## src/rtl/framing_pkg.sv

```systemverilog
// Shared constants and types for the serial framing / deframing pair.
// Both ends take their delimiter, preamble rules and state encoding from here.
package framing_pkg;

    // Start-of-frame delimiter, transmitted bit 0 first.
    localparam logic [15:0] SFD_DEFAULT     = 16'hF398;

    // Consecutive alternating bits needed before the delimiter is searched for.
    localparam int          PRE_MIN_DEFAULT = 16;

    // Longest delimiter search, in bits, before the attempt is abandoned.
    localparam int          SFD_TMO_DEFAULT = 80;

    // Output byte FIFO depth (power of two, at least 2).
    localparam int          FIFO_D_DEFAULT  = 4;

    // Receiver state: look for preamble, look for delimiter, collect bytes.
    typedef enum logic [1:0] {
        ST_HUNT    = 2'd0,
        ST_SYNC    = 2'd1,
        ST_PAYLOAD = 2'd2
    } state_t;

    // Bits needed to hold a counter that runs from 0 up to max_val.
    function automatic int cnt_width(input int max_val);
        return (max_val < 1) ? 1 : $clog2(max_val + 1);
    endfunction

endpackage

```

## src/rtl/byte_fifo.sv

```systemverilog
// Show-ahead byte FIFO: the oldest entry is always presented on o_head.
// Pointers carry one extra wrap bit so full and empty are unambiguous.
module byte_fifo
    import framing_pkg::*;
#(
    parameter int DEPTH = FIFO_D_DEFAULT
) (
    input  logic       clk,
    input  logic       rst,
    input  logic       i_push,
    input  logic [7:0] i_push_data,
    input  logic       i_pop,
    output logic [7:0] o_head,
    output logic       o_full,
    output logic       o_empty
);

    localparam int AW = $clog2(DEPTH);

    logic [7:0]  r_mem [DEPTH];
    logic [AW:0] r_wr_ptr;
    logic [AW:0] r_rd_ptr;

    logic        w_wr_en;
    logic        w_rd_en;

    // Equal pointers mean empty; same index with opposite wrap bit means full.
    assign o_empty = (r_wr_ptr == r_rd_ptr);
    assign o_full  = (r_wr_ptr[AW] != r_rd_ptr[AW]) &&
                     (r_wr_ptr[AW-1:0] == r_rd_ptr[AW-1:0]);

    // A pop frees a slot in the same cycle, so push-while-full is legal
    // when it coincides with a pop (the written slot is the one being read).
    assign w_rd_en = i_pop && !o_empty;
    assign w_wr_en = i_push && (!o_full || w_rd_en);

    // The head is forced to zero when nothing is stored.
    assign o_head = o_empty ? 8'h00 : r_mem[r_rd_ptr[AW-1:0]];

    // Advance read and write pointers; wrap-around is plain modulo arithmetic.
    always_ff @(posedge clk or posedge rst) begin
        // NOTE: sequential state uses non-blocking assignments so every
        // register samples the pre-edge values of its neighbours.
        if (rst) begin
            r_wr_ptr <= '0;
            r_rd_ptr <= '0;
        end else begin
            if (w_wr_en) r_wr_ptr <= r_wr_ptr + (AW+1)'(1);
            if (w_rd_en) r_rd_ptr <= r_rd_ptr + (AW+1)'(1);
        end
    end

    // Store an accepted byte at the write slot.
    always_ff @(posedge clk) begin
        // NOTE: the storage array is deliberately left out of reset; the
        // pointers define what is valid and o_head is masked while empty.
        if (w_wr_en) r_mem[r_wr_ptr[AW-1:0]] <= i_push_data;
    end

endmodule

```

## src/rtl/deframing.sv

```systemverilog
// Serial deframer: finds an alternating preamble, locks onto the
// start-of-frame delimiter, then packs payload bits LSB-first into bytes
// that are handed to a small show-ahead FIFO.
module deframing
    import framing_pkg::*;
#(
    parameter logic [15:0] SFD     = SFD_DEFAULT,
    parameter int          PRE_MIN = PRE_MIN_DEFAULT,
    parameter int          SFD_TMO = SFD_TMO_DEFAULT,
    parameter int          FIFO_D  = FIFO_D_DEFAULT
) (
    input  logic       clk,
    input  logic       rst,
    input  logic       data_in,
    input  logic       data_in_valid,
    output logic [7:0] data_out,
    output logic       data_out_valid,
    input  logic       data_out_ready,
    output logic       in_frame,
    output logic       frame_done,
    output logic       frame_err
);

    localparam int ALT_W  = cnt_width(PRE_MIN);
    localparam int SCNT_W = cnt_width(SFD_TMO + 1);

    localparam logic [ALT_W-1:0]  ALT_MAX  = ALT_W'(PRE_MIN);
    localparam logic [ALT_W-1:0]  ALT_ONE  = ALT_W'(1);
    localparam logic [SCNT_W-1:0] SCNT_TMO = SCNT_W'(SFD_TMO);
    localparam logic [SCNT_W-1:0] SCNT_ONE = SCNT_W'(1);

    // Registered state
    state_t            r_state;
    logic [ALT_W-1:0]  r_alt_cnt;
    logic              r_prev_bit;
    logic [15:0]       r_window;
    logic [SCNT_W-1:0] r_sync_cnt;
    logic [2:0]        r_bit_cnt;
    logic [7:0]        r_byte;
    logic              r_frame_done;
    logic              r_frame_err;

    // Next-state values and per-cycle controls
    state_t            w_state_nxt;
    logic [ALT_W-1:0]  w_alt_nxt;
    logic              w_prev_nxt;
    logic [15:0]       w_window_nxt;
    logic [SCNT_W-1:0] w_sync_nxt;
    logic [2:0]        w_bit_nxt;
    logic [7:0]        w_byte_nxt;
    logic              w_push;
    logic              w_err_fsm;
    logic              w_done_fsm;

    logic [15:0]       w_window_shift;
    logic [7:0]        w_byte_shift;

    // FIFO handshake
    logic              w_fifo_full;
    logic              w_fifo_empty;
    logic              w_pop;
    logic              w_overflow;
    logic              w_err_due;

    // New bit enters at the top; after 16 bits bit 0 holds the oldest one.
    assign w_window_shift = {data_in, r_window[15:1]};
    assign w_byte_shift   = {data_in, r_byte[7:1]};

    // Hold the current state; everything else follows from next-state logic.
    always_ff @(posedge clk or posedge rst) begin
        if (rst) r_state <= ST_HUNT;
        else     r_state <= w_state_nxt;
    end

    // Next-state and datapath decisions for the hunt / sync / payload flow.
    always_comb begin
        // NOTE: every output of this block gets a value before the case
        // statement, so no path can leave one unassigned and infer a latch.
        w_state_nxt  = r_state;
        w_alt_nxt    = r_alt_cnt;
        w_prev_nxt   = r_prev_bit;
        w_window_nxt = r_window;
        w_sync_nxt   = r_sync_cnt;
        w_bit_nxt    = r_bit_cnt;
        w_byte_nxt   = r_byte;
        w_push       = 1'b0;
        w_err_fsm    = 1'b0;
        w_done_fsm   = 1'b0;

        case (r_state)
            ST_HUNT: begin
                if (!data_in_valid) begin
                    // Line idle: forget any partial preamble.
                    w_alt_nxt    = '0;
                    w_prev_nxt   = 1'b0;
                    w_window_nxt = '0;
                    w_sync_nxt   = '0;
                end else begin
                    w_prev_nxt = data_in;
                    // A count of zero means no previous bit to compare with.
                    if ((r_alt_cnt != '0) && (data_in != r_prev_bit))
                        w_alt_nxt = (r_alt_cnt == ALT_MAX) ? r_alt_cnt
                                                           : r_alt_cnt + ALT_ONE;
                    else
                        w_alt_nxt = ALT_ONE;

                    if (w_alt_nxt == ALT_MAX) begin
                        w_state_nxt  = ST_SYNC;
                        w_window_nxt = '0;
                        w_sync_nxt   = '0;
                    end
                end
            end

            ST_SYNC: begin
                if (!data_in_valid) begin
                    w_state_nxt  = ST_HUNT;
                    w_alt_nxt    = '0;
                    w_prev_nxt   = 1'b0;
                    w_window_nxt = '0;
                    w_sync_nxt   = '0;
                end else begin
                    w_window_nxt = w_window_shift;
                    w_sync_nxt   = r_sync_cnt + SCNT_ONE;
                    // The bit completing the delimiter counts toward the
                    // search budget, and a match on the last allowed bit wins.
                    if (w_window_shift == SFD) begin
                        w_state_nxt = ST_PAYLOAD;
                        w_bit_nxt   = '0;
                        w_byte_nxt  = '0;
                    end else if (w_sync_nxt > SCNT_TMO) begin
                        w_err_fsm    = 1'b1;
                        w_state_nxt  = ST_HUNT;
                        w_alt_nxt    = '0;
                        w_prev_nxt   = 1'b0;
                        w_window_nxt = '0;
                        w_sync_nxt   = '0;
                    end
                end
            end

            ST_PAYLOAD: begin
                if (!data_in_valid) begin
                    // End of frame is clean only on a byte boundary.
                    if (r_bit_cnt == 3'd0) w_done_fsm = 1'b1;
                    else                   w_err_fsm  = 1'b1;
                    w_state_nxt  = ST_HUNT;
                    w_alt_nxt    = '0;
                    w_prev_nxt   = 1'b0;
                    w_window_nxt = '0;
                    w_sync_nxt   = '0;
                    w_bit_nxt    = '0;
                    w_byte_nxt   = '0;
                end else begin
                    w_byte_nxt = w_byte_shift;
                    w_bit_nxt  = r_bit_cnt + 3'd1;
                    if (r_bit_cnt == 3'd7) w_push = 1'b1;
                end
            end

            default: begin
                w_state_nxt = ST_HUNT;
            end
        endcase
    end

    // Register the preamble, delimiter and byte-assembly datapath.
    always_ff @(posedge clk or posedge rst) begin
        if (rst) begin
            r_alt_cnt  <= '0;
            r_prev_bit <= 1'b0;
            r_window   <= '0;
            r_sync_cnt <= '0;
            r_bit_cnt  <= '0;
            r_byte     <= '0;
        end else begin
            r_alt_cnt  <= w_alt_nxt;
            r_prev_bit <= w_prev_nxt;
            r_window   <= w_window_nxt;
            r_sync_cnt <= w_sync_nxt;
            r_bit_cnt  <= w_bit_nxt;
            r_byte     <= w_byte_nxt;
        end
    end

    // A byte arriving at a full FIFO with no pop in the same cycle is lost.
    assign w_pop      = data_out_ready && !w_fifo_empty;
    assign w_overflow = w_push && w_fifo_full && !w_pop;
    assign w_err_due  = w_err_fsm || w_overflow;

    // Status pulses are registered; an error suppresses a coincident done.
    always_ff @(posedge clk or posedge rst) begin
        if (rst) begin
            r_frame_done <= 1'b0;
            r_frame_err  <= 1'b0;
        end else begin
            r_frame_err  <= w_err_due;
            r_frame_done <= w_done_fsm && !w_err_due;
        end
    end

    byte_fifo #(
        .DEPTH (FIFO_D)
    ) u_byte_fifo (
        .clk         (clk),
        .rst         (rst),
        .i_push      (w_push),
        .i_push_data (w_byte_shift),
        .i_pop       (w_pop),
        .o_head      (data_out),
        .o_full      (w_fifo_full),
        .o_empty     (w_fifo_empty)
    );

    assign data_out_valid = !w_fifo_empty;
    assign in_frame       = (r_state == ST_PAYLOAD);
    assign frame_done     = r_frame_done;
    assign frame_err      = r_frame_err;

endmodule

```

## config.mk

```make
export PLATFORM = sky130hd
export DESIGN_NAME = deframing
export DESIGN_NICKNAME = d
export VERILOG_FILES = /design/src/rtl/framing_pkg.sv /design/src/rtl/byte_fifo.sv /design/src/rtl/deframing.sv
export SDC_FILE = /design/constraint.sdc
export NUM_CORES = 1
export LEC_CHECK = 0
export ABC_AREA = 1
export CAP_MARGIN = 20
export CORE_MARGIN = 2
export CORE_UTILIZATION = 55
export CTS_BUF_LIST = sky130_fd_sc_hd__clkbuf_4
export DETAILED_ROUTE_END_ITERATION = 7
export DONT_BUFFER_PORTS = 1
export PLACE_DENSITY = 0.81
export SETUP_SLACK_MARGIN = 0.4
export SYNTH_ARGS = -nofsm -noshare
export SYNTH_HDL_FRONTEND = slang
export SYNTH_SLANG_ARGS = --single-unit
```

## constraint.sdc

```tcl
create_clock -name clk -period 2.13 [get_ports clk]
set_input_delay 0.426 -clock clk [delete_from_list [all_inputs] [get_ports clk]]
set_output_delay 0.426 -clock clk [all_outputs]
set_load 0.02 [all_outputs]
```

==> impl_metrics.tcl, run 1 <==
set metrics [dict create \
    status "finished clean" \
    dpl_cell_area_um2 4430 \
    drive_gt1_frac 0.381 \
    grt_pass1_wl_um 16600 \
    grt_max_degree 26 \
    io_buffers 0 \
    fmax_ghz 0.487 \
    htreeDepth 3 \
    worstMarginPinSlew_ns 0.562 \
    nets 543 \
    met3_length_um 478 \
    syn_area_um2 4250 \
    slowest_stage "dfrtp_2" \
    setup_viol 0 \
    clk_path_buf_depth 2 \
    pin_count 17 \
    min_path_type "in2reg" \
    critPathTopFamily "flip-flops" \
    clk_pin_slew_worst_paths_ns 0.15 \
    wl_um 11100 \
    synth_top_flop_cell "dfrtp_1" \
    cp-start-kind "register" \
    ir_worst_vdd_v 0.000381 \
    num_rows 32 \
    clk_latency_ns 0.45 \
    rsz0062_at_grt "true" \
    fin_skew_ns 0.0241 \
    p_leak_nw 2.42 \
    hpwlAfterDp_um 5470 \
    vias 3582 \
    gp_congestion 0.827 \
    wirelength_met1_um 4210 \
    syn_area_per_cell_um2 8.90 \
    cts_root_buffer "clkbuf_4" \
    cp-end-kind "primary output" \
    clock-sinks 80 \
    core_area_um2 7610 \
    fp.dieH_um 91.9 \
    yosysSeqAreaShare 0.508 \
    async_reset_ff_frac 0.600 \
    maxCapViolCount 0 \
    worst-path-buf-inv 2 \
    nFillCells 511 \
    yosys_register_bits 80 \
    die_area_um2 8450 \
    final_area_um2 5400 \
    die_x_um 91.9 \
    grt_overflow 0 \
    antenna_left 0 \
    critPathKind "reg2out" \
    grt_usage 0.249 \
    power_density_nw_per_um2 491 \
    drt_iter0_drc 222 \
    grt_pass1_vias 3445 \
    dr_wl_met2_um 6020 \
    worst-r2r-setup-slack_ns 0.16 \
    synth_edf_count 32 \
    numCtsBuffers 9 \
    crit_path_cell_trace "buf_6 -> o21ai_0 -> o22ai_1 -> nand2_1 -> inv_2" \
    ys_warn_count 0 \
    final_util 0.709 \
    antennaDiodeCount 0 \
    area_growth_pct 26.8 \
    avgViaCountPerCell 5.69 \
    antenna_found_initial 0 \
    slew_headroom 0.625 \
    top_layer "met4" \
    hold_viol_final 0 \
    drv_slew 0 \
    route.detailed.drc 0 \
    start_util 0.559 \
    cp_data_arrival_time_ns 1.63 \
    worstPathRequired_ns 1.70 \
    cts_tree "done" \
    period_minus_slack_ns 2.05 \
    cp_max_fo 16 \
    routedWlPerCell_um 17.6 \
    synthesis.nets 499 \
    firstDrtPassIters 5 \
    yosysUniqueCellTypes 37 \
    period_share 0.964 \
    netlist_instances 478 \
    tns_ns 0 \
    cpPeakStageDelay_ns 0.48 \
]
-- layout make-up --
cell class                 count  area (um^2)  share of cell area
inverter                      56          216              0.0401
clock inverter                 7         52.6             0.00974
timing repair buffer          50          539               0.100
tap                          102          128              0.0237
sequential                    80         2170               0.402
clock buffer                   9         67.6              0.0125
multi-input combinational    325         2220               0.412
-- stage by stage --
stage | cells | power (mW) | worst slack (ns) | hold slack (ns)
global placement | 576 | 1.72 | 0.206 | 0.384
finish | 629 | 2.65 | 0.0763 | 0.0661
floorplan | 478 | 1.71 | 0.415 | 0.443
CTS | 618 | 2.58 | 0.109 | 0.0824
global route | 629 | 2.72 | -0.0134 | 0.0596
detailed placement | 576 | 1.73 | 0.120 | 0.394
-- path summary, 6_finish.rpt --
| kind | from | endpoint | depth (start not counted) |
|---|---|---|---|
| worst max register to register | r_alt_cnt[0] | r_sync_cnt[5] | 12 |
| worst min-delay path | data_in | u_byte_fifo.r_mem[3][7] | 0 |
| worst min register to register | r_window[1] | r_window[1] | 2 |
| max in group asynchronous | rst | r_alt_cnt[1] | 3 |
| worst max-delay path | u_byte_fifo.r_rd_ptr[0] | data_out[2] | 5 |
| min in group asynchronous | rst | r_window[4] | 2 |
-- power breakdown --
part / internal, mW / leakage, nW / switching [mW] / total [mW]
combinational: 0.0746 / 1.35 / 0.117 / 0.192
sequential: 1.60 / 1.00 / 0.00856 / 1.61
clock: 0.251 / 0.0637 / 0.597 / 0.848
-- Yosys cell counts (3+ instances only) --
library cell,n,share of area
ha_1,16,0.047
inv_2,4,0.0035
clkbuf_4,3,0.0053
buf_6,5,0.013
nand3_1,39,0.046
buf_2,4,0.0047
o21ai_2,6,0.012
o21ai_0,23,0.027
dfrtp_1,48,0.28
o22ai_1,13,0.019
nor3_1,6,0.0071
xor2_1,3,0.0062
a21oi_2,11,0.023
nand4_1,8,0.012
nand2_4,4,0.011
xnor2_1,3,0.0062
nand2_1,122,0.11
nor2_2,3,0.0044
nand2_2,7,0.010
edfxtp_1,32,0.23
inv_1,51,0.045
a21oi_1,14,0.016
nor2_1,36,0.032
-- repair_timing --
item	CTS	global route
cloned	3	0
hold buffers	1	0
gates resized for setup	81	61
endpoints found under the setup margin	54	80
endpoints found under the hold margin	24	0
pin swaps	40	28
setup buffers	22	11
-- routing by layer --
| metal | up-vias | track usage |
|---|---|---|
| met2 | 129 | 0.450 |
| met4 | 0 | 0.0833 |
| li1 | 1661 | - |
| met1 | 1756 | 0.298 |
| met3 | 36 | 0.0477 |
| met5 | - | 0 |
-- layout by cell type, fill, tap and decap left out, types with 13 or more instances in the layout --
master and n:
a21oi_2 15, nand2_2 14, edfxtp_1 32, inv_1 34, nand2_4 13, nand3_2 28, nor2_1 27, inv_2 20
o21ai_0 14, buf_4 29, nand2_1 105, dfrtp_1 41, nor2_4 14, o22ai_1 13
-- logic make-up after synthesis --
kind of cell | after synthesis | synth area share
adder cells (fa/ha/maj) | 16 | 0.0471
AO/OA/AOI/OAI | 69 | 0.103
buffers and inverters | 75 | 0.0835
AND/OR/NAND/NOR | 231 | 0.242
XOR/XNOR | 7 | 0.0162
flip-flops | 80 | 0.508
-- state kept, by name, summed over array words and instances, names as in the netlist --
name / count
u_byte_fifo.r_mem: 32
r_window: 15
r_byte: 7
r_sync_cnt: 7
r_alt_cnt: 5
r_bit_cnt: 3
u_byte_fifo.r_rd_ptr: 3
u_byte_fifo.r_wr_ptr: 3
r_state: 2
frame_done: 1
frame_err: 1
r_prev_bit: 1
(Power assumes the default switching activity.)
==> inputs of run 2 (changes only) <==
DONT_BUFFER_PORTS = unset   (was 1)
PLACE_DENSITY = 0.84   (was 0.81)
==> impl_metrics.tcl, run 2 (synthesis results as in run 1) <==
set metrics [dict create \
    hold_viol_final 0 \
    worstMarginPinSlew_ns 0.505 \
    grt_overflow 0 \
    fin_skew_ns 0.0214 \
    route.detailed.drc 0 \
    cp_max_fo 4 \
    grt_pass1_wl_um 18200 \
    wl_um 12300 \
    ir_worst_vdd_v 0.000405 \
    fin_ws_ns -0.150 \
    tns_ns -1.19 \
    clk_pin_slew_worst_paths_ns 0.15 \
    cts_tree "done" \
    dp_cells 598 \
    nets 575 \
    power_density_nw_per_um2 483 \
    maxCapViolCount 0 \
    drv_slew 0 \
    cp-end-kind "primary output" \
    die_area_um2 8450 \
    min_path_type "in2async" \
    worstPathRequired_ns 1.70 \
    area_growth_pct 37.4 \
    antenna_left 0 \
    mostFrequentLayoutCells "nand2_1, buf_4, dfrtp_1, inv_1, edfxtp_1" \
    htreeDepth 3 \
    drive_gt1_frac 0.424 \
    cp_data_arrival_time_ns 1.85 \
    hpwlAfterDp_um 5830 \
    stdcell_count 661 \
    routedWlPerCell_um 18.6 \
    p_leak_nw 2.67 \
    die_x_um 91.9 \
    grt_pass1_vias 3788 \
    final_area_um2 5840 \
    vias 3809 \
    period_minus_slack_ns 2.28 \
    antenna_found_initial 0 \
    rsz0062_at_grt "true" \
    cts-hold-fix-buffers 0 \
    slew_headroom 0.660 \
    violations "setup timing" \
    avgViaCountPerCell 5.76 \
    firstDrtPassIters 5 \
    grt_usage 0.276 \
    start_util 0.559 \
    final_util 0.768 \
    drt_iter0_drc 238 \
    clk_latency_ns 0.45 \
    fp.dieH_um 91.9 \
    status "finished with violations" \
    antennaDiodeCount 0 \
    largest_register_ffs 32 \
    dpl_cell_area_um2 4670 \
    grt_max_degree 30 \
    core_area_um2 7610 \
    fmax_ghz 0.439 \
    setup_viol 9 \
    gp_congestion 0.866 \
    layout_commonest_cell "nand2_1" \
    num_rows 32 \
    hold_ws_ns 0.284 \
    critPathKind "reg2out" \
    clk_path_buf_depth 2 \
    clock-sinks 80 \
    pin_count 17 \
    period_share 1.07 \
    numCtsBuffers 9 \
    post-place-ws_ns -0.155 \
    cts_root_buffer "clkbuf_4" \
    cp-start-kind "register" \
    io_buffers 16 \
    total_power_mw 2.83 \
]
-- run 2: repair_timing --
| item | 4_1_cts | 5_1_grt |
|---|---|---|
| setup endpoints to repair | 86 | 84 |
| pin swaps | 42 | 31 |
| setup buffers | 32 | 8 |
| resized for setup | 147 | 56 |
| hold endpoints to repair | 0 | 0 |
| gates cloned | 5 | 2 |
-- run 2: final cells by class --
| type | instances | area (um^2) |
|---|---|---|
| multi-input cells | 325 | 2250 |
| flip-flops and latches | 80 | 2170 |
| fillers | 432 | 1760 |
| repair buffers | 82 | 932 |
| inverters | 56 | 213 |
| well taps | 102 | 128 |
| clock inverters | 7 | 85.1 |
| clock buffers | 9 | 67.6 |
-- run 2: layer usage --
| layer | up-vias | wire length [um] | track usage |
|---|---|---|---|
| li1 | 1723 | - | - |
| met1 | 1863 | 4500 | 0.316 |
| met2 | 173 | 6620 | 0.489 |
| met3 | 50 | 707 | 0.0666 |
| met4 | 0 | 479 | 0.123 |
| met5 | - | 0 | 0 |
-- run 2: worst max-delay path: stages (launching register included) --
cell and delay, ns:
dfrtp_1 0.45, inv_1 0.13, nand2_1 0.11, nand4_1 0.17
buf_4 0.19, clkbuf_16 0.15, nand2_4 0.06, inv_2 0.03
buf_6 0.12
-- run 2: worst paths after layout --
path                                               from                       to  slack [ns]  depth (start not counted)
max in group asynchronous                           rst  u_byte_fifo.r_rd_ptr[0]        1.31                          3
worst max-delay path            u_byte_fifo.r_wr_ptr[1]              data_out[5]       -0.15                          8
worst min-delay path                                rst                r_byte[4]        0.28                          2
min in group clk                              r_byte[3]  u_byte_fifo.r_mem[1][2]        0.52                          0
worst max register to register             r_alt_cnt[0]             r_window[10]        0.18                         13
worst min register to register                r_byte[3]  u_byte_fifo.r_mem[1][2]        0.52                          0
-- run 2: power by group --
| group | switching, mW | internal (mW) | total [mW] |
|---|---|---|---|
| clock | 0.621 | 0.382 | 1.00 |
| combinational | 0.124 | 0.0935 | 0.217 |
| sequential | 0.00722 | 1.60 | 1.61 |
| total | 0.752 | 2.07 | 2.83 |
==> RTL change, RTL diff (settings of run 2) <==
`FIFO_D_DEFAULT`: 4 -> 2.
--- a/src/rtl/framing_pkg.sv
+++ b/src/rtl/framing_pkg.sv
@@ -12,7 +12,7 @@
     localparam int          SFD_TMO_DEFAULT = 80;
 
     // Output byte FIFO depth (power of two, at least 2).
-    localparam int          FIFO_D_DEFAULT  = 4;
+    localparam int          FIFO_D_DEFAULT  = 2;
 
     // Receiver state: look for preamble, look for delimiter, collect bytes.
     typedef enum logic [1:0] {
Behaviour: same outputs for any inputs over 10 cycles, from zero or initial values and one cycle with rst high; that may be too few to reach the edited logic, so the function may still have changed.
==> RTL change against run 2 <==
- clock skew down 0.0058 ns
- cell count shrank 20%
- highest routed layer is now met5
- first-iteration DRC count rose by 88%
- largest cell class unchanged
- via count fell by 14%
- the flow still finishes with violations (negative setup slack)
- core utilization rose by 2.3 points
- synthesized area decreased by 21%
- setup slack better by 0.13 ns
- routed wire length decreased by 7.2%
- cell area decreased by 20%
- sequential cell count fell by 18
Power is not compared: it rests on default switching activity, and its combinational part moved more than twofold at a synthesized area within 25%.
==> RTL change: results (changes against run 2) <==
metric,value,unit,change
status,"finished, violations left",,unchanged
violations,negative setup slack,,unchanged
synth_fp_nets,400,,was 499
finalWorstSetupSlack,-0.02376,ns,was -0.1504 ns
path_max_fanout,6,,was 4
largest_reg_flops,16,,was 32
synthXorXnorAreaFrac,2.037,%,was 1.618%
synth_fa_ha_area_share,4.074,%,was 4.706%
setup_viol,14,,was 9
crit_family,simple AND/OR/NAND/NOR gates,,was buffers and inverters
grt_max_degree,28,,was 30
r2r-start,r_prev_bit,,was r_alt_cnt[0]
grt_pass1_vias,2852,,was 3788
final.fill_count,279,,was 432
synth_common_cells,"nand2_1, dfrtp_1, inv_1",,"was nand2_1, inv_1, dfrtp_1"
multi_input_area,1923,um^2,was 2247 um^2
clk_pin_slew,0.13,ns,was 0.15 ns
synth_cell_types,31,,was 37
avgViaCountPerCell,6.235,,was 5.762
worstPathArrival,2.50,ns,was 1.85 ns
first_pass_iters,6,,was 5
track_usage,26.40,%,was 27.60%
grt_pass1_wl,13300,um,was 18220 um
drtIter0Drc,447,,was 238
ys_top_cells_by_area,"dfrtp_1, edfxtp_1, nand2_1, o21ai_2, inv_1",,"was dfrtp_1, edfxtp_1, nand2_1, ha_1, nand3_1"
async_flop_share,74.19,%,was 60.00%
nets,464,,was 575
RTL change: area by class of cell:
class | count | share of cell area [%]
repair inverters | 1 | 0.1335
flip-flops and latches | 62 | 35.03
repair buffers | 62 | 14.63
clock inverters | 7 | 1.575
multi-input cells | 264 | 41.04
inverters | 48 | 4.139
clock buffers | 9 | 1.442
well taps | 75 | 2.003
RTL change: worst min-delay path by stage:
stage,endpoint,slack (ns),cells past startpoint
5_1_grt,r_byte[4],0.36,2
2_1_floorplan,u_byte_fifo.r_mem[0][1],0.44,0
3_5_place_dp,u_byte_fifo.r_mem[1][2],0.46,0
4_1_cts,frame_done,0.31,2
6_report,frame_done,0.31,2
3_3_place_gp,u_byte_fifo.r_mem[1][6],0.45,0
RTL change: stage by stage:
stage          instance area (um^2)  cells  hold slack (ns)
4_1_cts                        4273    517           0.3123
3_5_place_dp                   3756    482           0.4647
3_3_place_gp                   3756    482           0.4504
2_1_floorplan                  3391    384           0.4421
6_report                       4686    528           0.3074
5_1_grt                        4686    528           0.3622
RTL change: routing by layer:
metal	vias to the layer above	global-route usage, %	wire (um)
li1	1380	-	-
met1	1582	30.19	3953
met2	241	46.37	5437
met3	87	6.630	1148
met4	2	11.83	841
met5	-	0	45
RTL change: power by group through the flow:
stage                     sequential, uW  combinational [uW]  clock (uW)
after floorplan                     1300                 351           0
after global placement              1300                 501           0
after global routing                1320                1040         913
final                               1310                 996         863
after detailed placement            1300                 510           0
after CTS                           1290                 706         834
RTL change: timing repair:
item	4_1_cts	5_1_grt
resized for setup	96	88
pin swaps	5	25
buffers inserted	14	10
endpoints found under the setup margin	60	68
gates cloned	5	1
